$ cat src/rtl/ctrl_types_pkg.sv
// ctrl_types_pkg: shared types for the cache-controller command path.
//   op_e         : host opcode (GET/PUT/DEL, 3 is illegal)
//   main_state_e : top-level dispatcher states
package ctrl_types_pkg;

  localparam int unsigned OP_W = 2;
  localparam int unsigned ST_W = 2;

  typedef enum logic [OP_W-1:0] {
    OP_GET     = 2'd0,
    OP_PUT     = 2'd1,
    OP_DEL     = 2'd2,
    OP_ILLEGAL = 2'd3
  } op_e;

  typedef enum logic [ST_W-1:0] {
    ST_IDLE     = 2'd0,
    ST_DISPATCH = 2'd1,
    ST_RUN      = 2'd2,
    ST_RESP     = 2'd3
  } main_state_e;

endpackage

$ cat src/rtl/ctrl_timeout_cnt.sv
// ctrl_timeout_cnt: RUN-phase watchdog counter for the dispatcher.
//   clk, rst_n : clock, async active-low reset
//   clear_i    : zero the count (operation being dispatched)
//   inc_i      : count one RUN cycle
//   limit_i    : number of RUN cycles allowed
//   expired_c  : combinational, high on the counted cycle that reaches limit_i
module ctrl_timeout_cnt #(
  parameter int unsigned TO_W = 7
) (
  input  logic            clk,
  input  logic            rst_n,
  input  logic            clear_i,
  input  logic            inc_i,
  input  logic [TO_W-1:0] limit_i,
  output logic            expired_c
);

  logic [TO_W-1:0] cnt_q;
  logic [TO_W-1:0] cnt_d;

  // cnt_q holds completed RUN cycles, so this cycle is the limit-th one
  assign expired_c = inc_i && (cnt_q == TO_W'(limit_i - TO_W'(1)));

  always_comb begin
    cnt_d = cnt_q;
    if (clear_i) begin
      cnt_d = '0;
    end else if (inc_i && !expired_c) begin
      cnt_d = TO_W'(cnt_q + TO_W'(1));
    end
  end

  always_ff @(posedge clk or negedge rst_n) begin
    if (!rst_n) cnt_q <= '0;
    else        cnt_q <= cnt_d;
  end

endmodule

$ cat src/rtl/ctrl_dispatch_fsm.sv
// ctrl_dispatch_fsm: top-level command dispatcher of the cache controller.
// Accepts one host request (valid/ready), pulses the selected GET/PUT/DEL
// sub-FSM enter, steps it with en until done, then holds one response until
// the host takes it. One operation in flight.
//   Host side : req_valid/req_ready/req_op, resp_valid/resp_ready,
//               resp_succ/resp_hit/resp_err/resp_timeout
//   Sub-FSMs  : x_enter/x_en out, x_done/x_succ in (x = get/put/del), get_rdy in
// All outputs are registered. Optional RUN watchdog: define CTRL_TIMEOUT_EN.
module ctrl_dispatch_fsm
  import ctrl_types_pkg::*;
#(
  parameter int unsigned TIMEOUT_CYCLES = 64
) (
  input  logic            clk,
  input  logic            rst_n,
  input  logic            req_valid,
  output logic            req_ready,
  input  logic [OP_W-1:0] req_op,
  output logic            get_enter,
  output logic            get_en,
  input  logic            get_done,
  input  logic            get_succ,
  input  logic            get_rdy,
  output logic            put_enter,
  output logic            put_en,
  input  logic            put_done,
  input  logic            put_succ,
  output logic            del_enter,
  output logic            del_en,
  input  logic            del_done,
  input  logic            del_succ,
  output logic            resp_valid,
  input  logic            resp_ready,
  output logic            resp_succ,
  output logic            resp_hit,
  output logic            resp_err,
  output logic            resp_timeout
);

  if (TIMEOUT_CYCLES == 0) begin : g_bad_cfg
    $error("ctrl_dispatch_fsm: TIMEOUT_CYCLES must be at least 1");
  end

  main_state_e state_q, state_d;
  op_e         op_q, op_d;

  logic req_ready_q, req_ready_d;
  logic get_enter_q, get_enter_d, get_en_q, get_en_d;
  logic put_enter_q, put_enter_d, put_en_q, put_en_d;
  logic del_enter_q, del_enter_d, del_en_q, del_en_d;
  logic resp_valid_q, resp_valid_d;
  logic resp_succ_q, resp_succ_d;
  logic resp_hit_q, resp_hit_d;
  logic resp_err_q, resp_err_d;
  logic resp_timeout_q, resp_timeout_d;

  logic sel_done_c;
  logic sel_succ_c;

`ifdef CTRL_TIMEOUT_EN
  localparam int unsigned TO_W = $clog2(TIMEOUT_CYCLES + 1);
  logic expired_c;

  ctrl_timeout_cnt #(.TO_W(TO_W)) u_timeout_cnt (
    .clk       (clk),
    .rst_n     (rst_n),
    .clear_i   (state_q == ST_DISPATCH),
    .inc_i     (state_q == ST_RUN),
    .limit_i   (TO_W'(TIMEOUT_CYCLES)),
    .expired_c (expired_c)
  );
`endif

  // Only the selected sub-FSM's done/succ are visible to the FSM
  always_comb begin
    sel_done_c = 1'b0;
    sel_succ_c = 1'b0;
    case (op_q)
      OP_GET:  begin sel_done_c = get_done; sel_succ_c = get_succ; end
      OP_PUT:  begin sel_done_c = put_done; sel_succ_c = put_succ; end
      OP_DEL:  begin sel_done_c = del_done; sel_succ_c = del_succ; end
      default: begin sel_done_c = 1'b0;     sel_succ_c = 1'b0;     end
    endcase
  end

  // Next state, latched op/result, and output decode from the next state
  always_comb begin
    state_d        = state_q;
    op_d           = op_q;
    resp_succ_d    = resp_succ_q;
    resp_hit_d     = resp_hit_q;
    resp_err_d     = resp_err_q;
    resp_timeout_d = resp_timeout_q;

    case (state_q)
      ST_IDLE: begin
        if (req_valid && req_ready_q) begin
          op_d = op_e'(req_op);
          if (op_e'(req_op) == OP_ILLEGAL) begin
            resp_err_d  = 1'b1;
            resp_succ_d = 1'b0;
            state_d     = ST_RESP;
          end else begin
            state_d = ST_DISPATCH;
          end
        end
      end
      ST_DISPATCH: state_d = ST_RUN;
      ST_RUN: begin
        if (sel_done_c) begin
          resp_succ_d = sel_succ_c;
          resp_hit_d  = (op_q == OP_GET) ? get_rdy : 1'b0;
          state_d     = ST_RESP;
        end
`ifdef CTRL_TIMEOUT_EN
        else if (expired_c) begin
          resp_timeout_d = 1'b1;
          resp_succ_d    = 1'b0;
          resp_hit_d     = 1'b0;
          state_d        = ST_RESP;
        end
`endif
      end
      ST_RESP: begin
        if (resp_ready) begin
          op_d           = OP_GET;
          resp_succ_d    = 1'b0;
          resp_hit_d     = 1'b0;
          resp_err_d     = 1'b0;
          resp_timeout_d = 1'b0;
          state_d        = ST_IDLE;
        end
      end
      default: state_d = ST_IDLE;
    endcase

    req_ready_d  = (state_d == ST_IDLE);
    resp_valid_d = (state_d == ST_RESP);
    get_enter_d  = (state_d == ST_DISPATCH) && (op_d == OP_GET);
    put_enter_d  = (state_d == ST_DISPATCH) && (op_d == OP_PUT);
    del_enter_d  = (state_d == ST_DISPATCH) && (op_d == OP_DEL);
    get_en_d     = (state_d == ST_RUN) && (op_d == OP_GET);
    put_en_d     = (state_d == ST_RUN) && (op_d == OP_PUT);
    del_en_d     = (state_d == ST_RUN) && (op_d == OP_DEL);
  end

  always_ff @(posedge clk or negedge rst_n) begin
    if (!rst_n) begin
      state_q        <= ST_IDLE;
      op_q           <= OP_GET;
      req_ready_q    <= 1'b1;
      get_enter_q    <= 1'b0;
      get_en_q       <= 1'b0;
      put_enter_q    <= 1'b0;
      put_en_q       <= 1'b0;
      del_enter_q    <= 1'b0;
      del_en_q       <= 1'b0;
      resp_valid_q   <= 1'b0;
      resp_succ_q    <= 1'b0;
      resp_hit_q     <= 1'b0;
      resp_err_q     <= 1'b0;
      resp_timeout_q <= 1'b0;
    end else begin
      state_q        <= state_d;
      op_q           <= op_d;
      req_ready_q    <= req_ready_d;
      get_enter_q    <= get_enter_d;
      get_en_q       <= get_en_d;
      put_enter_q    <= put_enter_d;
      put_en_q       <= put_en_d;
      del_enter_q    <= del_enter_d;
      del_en_q       <= del_en_d;
      resp_valid_q   <= resp_valid_d;
      resp_succ_q    <= resp_succ_d;
      resp_hit_q     <= resp_hit_d;
      resp_err_q     <= resp_err_d;
      resp_timeout_q <= resp_timeout_d;
    end
  end

  assign req_ready    = req_ready_q;
  assign get_enter    = get_enter_q;
  assign get_en       = get_en_q;
  assign put_enter    = put_enter_q;
  assign put_en       = put_en_q;
  assign del_enter    = del_enter_q;
  assign del_en       = del_en_q;
  assign resp_valid   = resp_valid_q;
  assign resp_succ    = resp_succ_q;
  assign resp_hit     = resp_hit_q;
  assign resp_err     = resp_err_q;
  assign resp_timeout = resp_timeout_q;

endmodule

$ cat config.mk
export PLATFORM = sky130hd
export DESIGN_NAME = ctrl_dispatch_fsm
export DESIGN_NICKNAME = d
export VERILOG_FILES = /design/src/rtl/ctrl_types_pkg.sv /design/src/rtl/ctrl_timeout_cnt.sv /design/src/rtl/ctrl_dispatch_fsm.sv
export SDC_FILE = /design/constraint.sdc
export NUM_CORES = 1
export LEC_CHECK = 0
export CAP_MARGIN = 5
export CORE_MARGIN = 1
export CORE_UTILIZATION = 48
export CTS_BUF_LIST = sky130_fd_sc_hd__clkbuf_2
export CTS_CLUSTER_SIZE = 12
export DETAILED_ROUTE_END_ITERATION = 10
export HOLD_SLACK_MARGIN = 0.06
export MAX_ROUTING_LAYER = met4
export PLACE_DENSITY = 0.81
export SLEW_MARGIN = 30
export SYNTH_ARGS = -nofsm -noshare
export SYNTH_HDL_FRONTEND = slang
export SYNTH_SLANG_ARGS = --single-unit
export TNS_END_PERCENT = 30
$ cat constraint.sdc
create_clock -name clk -period 2.42 [get_ports clk]
set_input_delay 0.363 -clock clk [delete_from_list [all_inputs] [get_ports clk]]
set_output_delay 0.363 -clock clk [all_outputs]
set_load 0.01 [all_outputs]
## Yosys cells after proc, flatten, opt, wreduce, memory -nomap -nowiden

Index checks and enable logic that the tools add are counted.

- Output and inout bits: 12
- Bits in registers: 15
- Input port bits: 13
- Word-level logic and storage cells: 66

- Reductions and logical operators: 17
- Muxes and demuxes: 21
- Equality and inequality tests: 15

Operator list:

| cell | count |
|---|---|
| $eq 2x2->1 const B | 7 |
| $mux 2 | 6 |
| $pmux 1 s3 | 3 |
| $eq 2x1->1 const B | 4 |
| $logic_not 2->1 | 4 |
| $mux 1 | 8 |
| $ne 2x2->1 const B | 4 |
| $pmux 2 s4 | 1 |
| $logic_and 1x1->1 | 7 |
| $reduce_and 5->1 | 1 |
| $pmux 1 s2 | 2 |
| $pmux 2 s2 | 1 |
| $reduce_and 4->1 | 1 |
| $reduce_bool 2->1 | 2 |
| $reduce_and 3->1 | 1 |
| $reduce_bool 3->1 | 1 |

## Logic depth before layout (Yosys ltp)

- Depth after elaboration: 6
- Mapped depth: 8
- Gate-level depth less buffers: 7

## Least setup slack after synthesis

No wires, ideal clock.

- Path type: register to register
- From: register state_q[0]
- To: register put_en_q, in the netlist put_en
- Path buffers: 0
- Cell stages (with the launch flop): 6
- Required time: 2,326 ps
- Period minus slack after synthesis: 1,732 ps
- Arrival: 1,638 ps
- Slack: 688 ps
- Setup time: 94 ps
- Cell sequence: dfrtp_1 -> ha_1 -> and2b_4 -> a211o_1 -> a211o_1 -> a211oi_1

- Word-level cells in the longest chain between the ends: 4
- Elaborated cells between the ends (all ways): 12
- Those cells by class: 5 x eq/ne; 5 x mux; 2 x reduce/logical

Ends and longest elaborated chain:

| element | RTL line | RTL |
|---|---|---|
| start, declared | ctrl_dispatch_fsm.sv:44 | `main_state_e state_q, state_d;` |
| start signal, assigned | ctrl_dispatch_fsm.sv:164 | `state_q <= state_d;` |
| $eq 2x2->1 (tied with other cells) | ctrl_dispatch_fsm.sv:95 | `case (state_q)` |
| $pmux 2 s4 or $pmux 2 s2 (tied branches) | ctrl_dispatch_fsm.sv:95 |  |
| $eq 2x2->1 or $eq 2x1->1 (tied branches) | ctrl_dispatch_fsm.sv:143 | `put_en_d = (state_d == ST_RUN) && (op_d == OP_PUT);` |
| $logic_and 1x1->1 (*) | ctrl_dispatch_fsm.sv:143 |  |
| named net put_en_d | ctrl_dispatch_fsm.sv:49 | `logic put_enter_q, put_enter_d, put_en_q, put_en_d;` |
| end signal, assigned | ctrl_dispatch_fsm.sv:170 | `put_en_q <= put_en_d;` |
| end, declared | ctrl_dispatch_fsm.sv:49 |  |

The timed path passes the listed nets; every way through them passes the cells marked *.
A chain may end at the register's enable or synchronous reset.

## Worst setup path after layout

- From: register state_q[0]
- To: register get_en_q, in the netlist get_en

- Word-level cells in the longest chain between the ends: 4
- Elaborated cells between the ends (all ways): 12
- Those cells by class: 4 x eq/ne; 5 x mux; 3 x reduce/logical

Ends and longest elaborated chain:

| element | RTL line | RTL |
|---|---|---|
| $eq 2x2->1 (tied with other cells) | ctrl_dispatch_fsm.sv:95 |  |
| $pmux 2 s4 (*) | ctrl_dispatch_fsm.sv:95 |  |
| named net state_d[0] | ctrl_dispatch_fsm.sv:44 |  |
| $eq 2x2->1 (*) | ctrl_dispatch_fsm.sv:142 | `get_en_d = (state_d == ST_RUN) && (op_d == OP_GET);` |
| $logic_and 1x1->1 (*) | ctrl_dispatch_fsm.sv:142 |  |
| named net get_en_d | ctrl_dispatch_fsm.sv:48 | `logic get_enter_q, get_enter_d, get_en_q, get_en_d;` |
| end signal, assigned | ctrl_dispatch_fsm.sv:168 | `get_en_q <= get_en_d;` |
| end, declared | ctrl_dispatch_fsm.sv:48 |  |

Marked as above.

==> flow_metrics.py <==
metrics = {
    "clock_network": {
        "clock_path_buffers": 2,
        "post_cts_resize_count": 0,
        "cts.sinks": 15,
        "cts-htree-levels": 1,
        "hold_buf_cts": 0,
        "tritoncts.num_buffers": 3,
        "tritoncts": "built",
        "worst_skew_pair.late_latency_ps": 290,
        "clk_transition_reported_paths_ps": 160,
        "clockRootBuffer": "clkbuf_2",
        "postCtsSetupRepairBufs": 0,
    },
    "logic_synthesis": {
        "synth_cell_type_count": 40,
        "synth_top_cells_by_count": "dfrtp_1, inv_1, nand2_1",
        "synth.ff_latch_count": 15,
        "yosysSeqAreaShare_pct": 44.3,
        "synthFlopType": "dfrtp_1",
        "postSynthCellCount": 87,
        "mappedNetlistArea_sq_um": 851,
        "synthesis_warning_total": 0,
        "avgSynthCellArea_sq_um": 9.78,
        "synth.top_cell.area_share_pct": 41.2,
        "synth_top_cells_by_area": "dfrtp_1, ha_1, inv_1, dfstp_2, a211o_1",
        "synth-async-reset-ratio_pct": 100,
        "synth_enable_flop_cells": 0,
        "net_count_of_the_mapped_netlist": 104,
        "synthMostInstantiatedCell": "dfrtp_1",
        "post-synth-top-area-cell": "dfrtp_1",
    },
    "floorplanning": {
        "die_h_um": 44.1,
        "fp-row-count": 14,
        "initial_utilization_pct": 54.0,
        "die_area_sq_um": 1940,
        "fp.coreArea_sq_um": 1580,
        "floorplan.die.width_um": 44.1,
        "io-pin-count": 25,
    },
    "placement": {
        "routabilityCongestion": 0.909,
        "place.detailed.hpwl_um": 1370,
        "buffer_ports.inserted": 23,
        "dpl-instance-area_sq_um": 1080,
    },
    "global_routing": {
        "grt_pass1_vias": 685,
        "initial_antenna_violation_count": 0,
        "grt_pass1_wl_um": 3020,
        "overall_track_demand_over_capacity_in_global_routing_pct": 21.8,
        "grt_max_degree": 16,
        "grt-ovfl-total": 0,
    },
    "sta": {
        "setup_viol_count_final": 0,
        "final_max_slew_viol_count": 0,
        "rsz0062_at_grt": "no",
        "fmax_mhz": 514,
        "setup-tns-final_ps": 0,
        "clock-skew-final_ps": 7.20,
        "final.period_utilization_pct": 80.5,
        "relSlewSlack_pct": 56.3,
        "timing.final.hold_violations": 0,
        "timing.final.crit_period_ps": 1950,
        "pin_slew_with_the_least_headroom_to_its_limit_ps": 654,
    },
    "power": {
        "cellPowerDensity_nw_per_um2": 1140,
        "power.static_leakage_nw": 0.475,
        "vdd.ir_drop.worst_v": 0.000512,
    },
    "finish": {
        "fillers": 122,
        "syn2layout_area_growth_pct": 28.8,
        "sequential_cell_area_sq_um": 377,
        "design.final.nets": 127,
        "fin_area_sq_um": 1100,
        "multi_input_comb_area_sq_um": 419,
        "layout_cell_share_with_drive_strength_beyond_1_pct": 10.1,
        "antenna_cells_inserted": 0,
    },
    "routing": {
        "router_iterations_before_antenna_repair": 7,
        "detail_route.iter0.violations": 49,
        "postRouteWirelength_um": 1820,
        "wire_per_inst_um": 14.5,
        "vias_per_cell": 6.06,
        "antenna_violating_nets_post_route": 0,
        "vias": 758,
        "drt_drc_violations_left": 0,
    },
    "critical_path": {
        "path_max_fanout": 9,
        "ff_to_ff_start": "state_q[0]",
        "critical_path.reg2reg.endpoint": "get_en",
        "worst_setup_path_start_kind": "flip-flop",
        "worst_setup_path_end_kind": "flip-flop",
        "worstPathArrival_ps": 2150,
        "rr_worst_depth": 7,
        "cp_data_required_time_ps": 2620,
        "critical_setup_path_class": "reg -> reg",
        "timing.reg2reg.setup_slack_ps": 470,
    },
    "outcome": {
        "outcome": "finished, final reports clean",
    },
    "run": {
        "cap_viol_max_count": 0,
    },
    "min_path": {
        "holdCritPathClass": "in -> async",
    },
}
[final cells by class]
class                   instances  area share, %
inverters                       8           2.74
well taps                      16           1.83
clock buffers                   3           1.37
clock inverters                 1          0.457
flip-flops and latches         15           34.4
repair buffers                 23           21.0
multi-input cells              59           38.2
[kinds of logic (layout without fill, tap and decap cells)]
kind of cell | after synthesis | after routing | synth area share [%]
adders and majority gates | 4 | 4 | 5.88
other | 1 | 1 | 0.441
and+or+nand+nor | 24 | 24 | 15.9
AOI/OAI and AO/OA | 27 | 27 | 23.4
buffers and inverters | 13 | 35 | 6.47
DFF | 15 | 15 | 44.3
muxes | 3 | 3 | 3.68
[sequential cells by signal (all words and copies together) (netlist names)]
name	cells
get_en	1
del_enter	1
op_q	2
del_en	1
resp_hit	1
resp_succ	1
get_enter	1
state_q	2
put_enter	1
resp_valid	1
req_ready	1
put_en	1
resp_err	1
[placed cells by master, fill, tap and decap left out, drive strengths merged, types with 2 or more instances in the layout]
master         instances
ha                     4
nand2                  6
a211o                  3
o2bb2ai                2
o21ai                  4
nor3                   4
a211oi                 2
nor2                   3
dfrtp                 14
a21oi                  4
mux2i                  2
clkbuf                 3
inv                    8
clkdlybuf4s50         23
nand3                  2
[power breakdown]
group	switching [mW]	total (mW)	internal, mW	leakage, nW
sequential	0.0891	0.429	0.340	0.194
clock	0.0840	0.121	0.0374	0.0164
combinational	0.380	0.704	0.324	0.264
[worst max path at each step]
stage / to / slack (ps) / cells after the start / start
2_1_floorplan: put_en / 690 / 5 / state_q[0]
3_3_place_gp: put_enter / 420 / 5 / resp_ready
3_5_place_dp: put_enter / 330 / 5 / req_valid
4_1_cts: put_enter / 470 / 5 / state_q[0]
5_1_grt: get_en / 310 / 7 / state_q[0]
6_report: get_en / 470 / 7 / state_q[0]
[critical path, cell delays in order (launching register included)]
cell and delay [ps]:
dfrtp_1 470, inv_1 130, ha_1 330, a21bo_2 260, o32ai_1 120, a21o_1 220, inv_1 120, nor3_1 210
[layer usage]
metal | GRT usage, % | part of all wire (%) | up-vias | routed length, um
met5 | - | 0 | - | 0
met4 | 9.09 | 1.7 | 0 | 31
met3 | 2.45 | 5.3 | 4 | 96
met2 | 33.8 | 48 | 30 | 881
met1 | 29.1 | 44 | 362 | 807
li1 | - | - | 362 | -
[through the flow]
| stage | util (%) | power (mW) | worst slack [ps] | hold WS (ps) | instances |
|---|---|---|---|---|---|
| finish | 69.5 | 1.25 | 473 | 449 | 125 |
| global route | 69.5 | 1.35 | 309 | 483 | 125 |
| CTS | 69.5 | 1.25 | 468 | 479 | 125 |
| detailed placement | 68.3 | 1.13 | 335 | 504 | 121 |
| global placement | 68.3 | 1.11 | 424 | 503 | 121 |
| floorplan | - | 0.900 | 688 | 67.4 | 87 |
(Power assumes the default switching activity.)
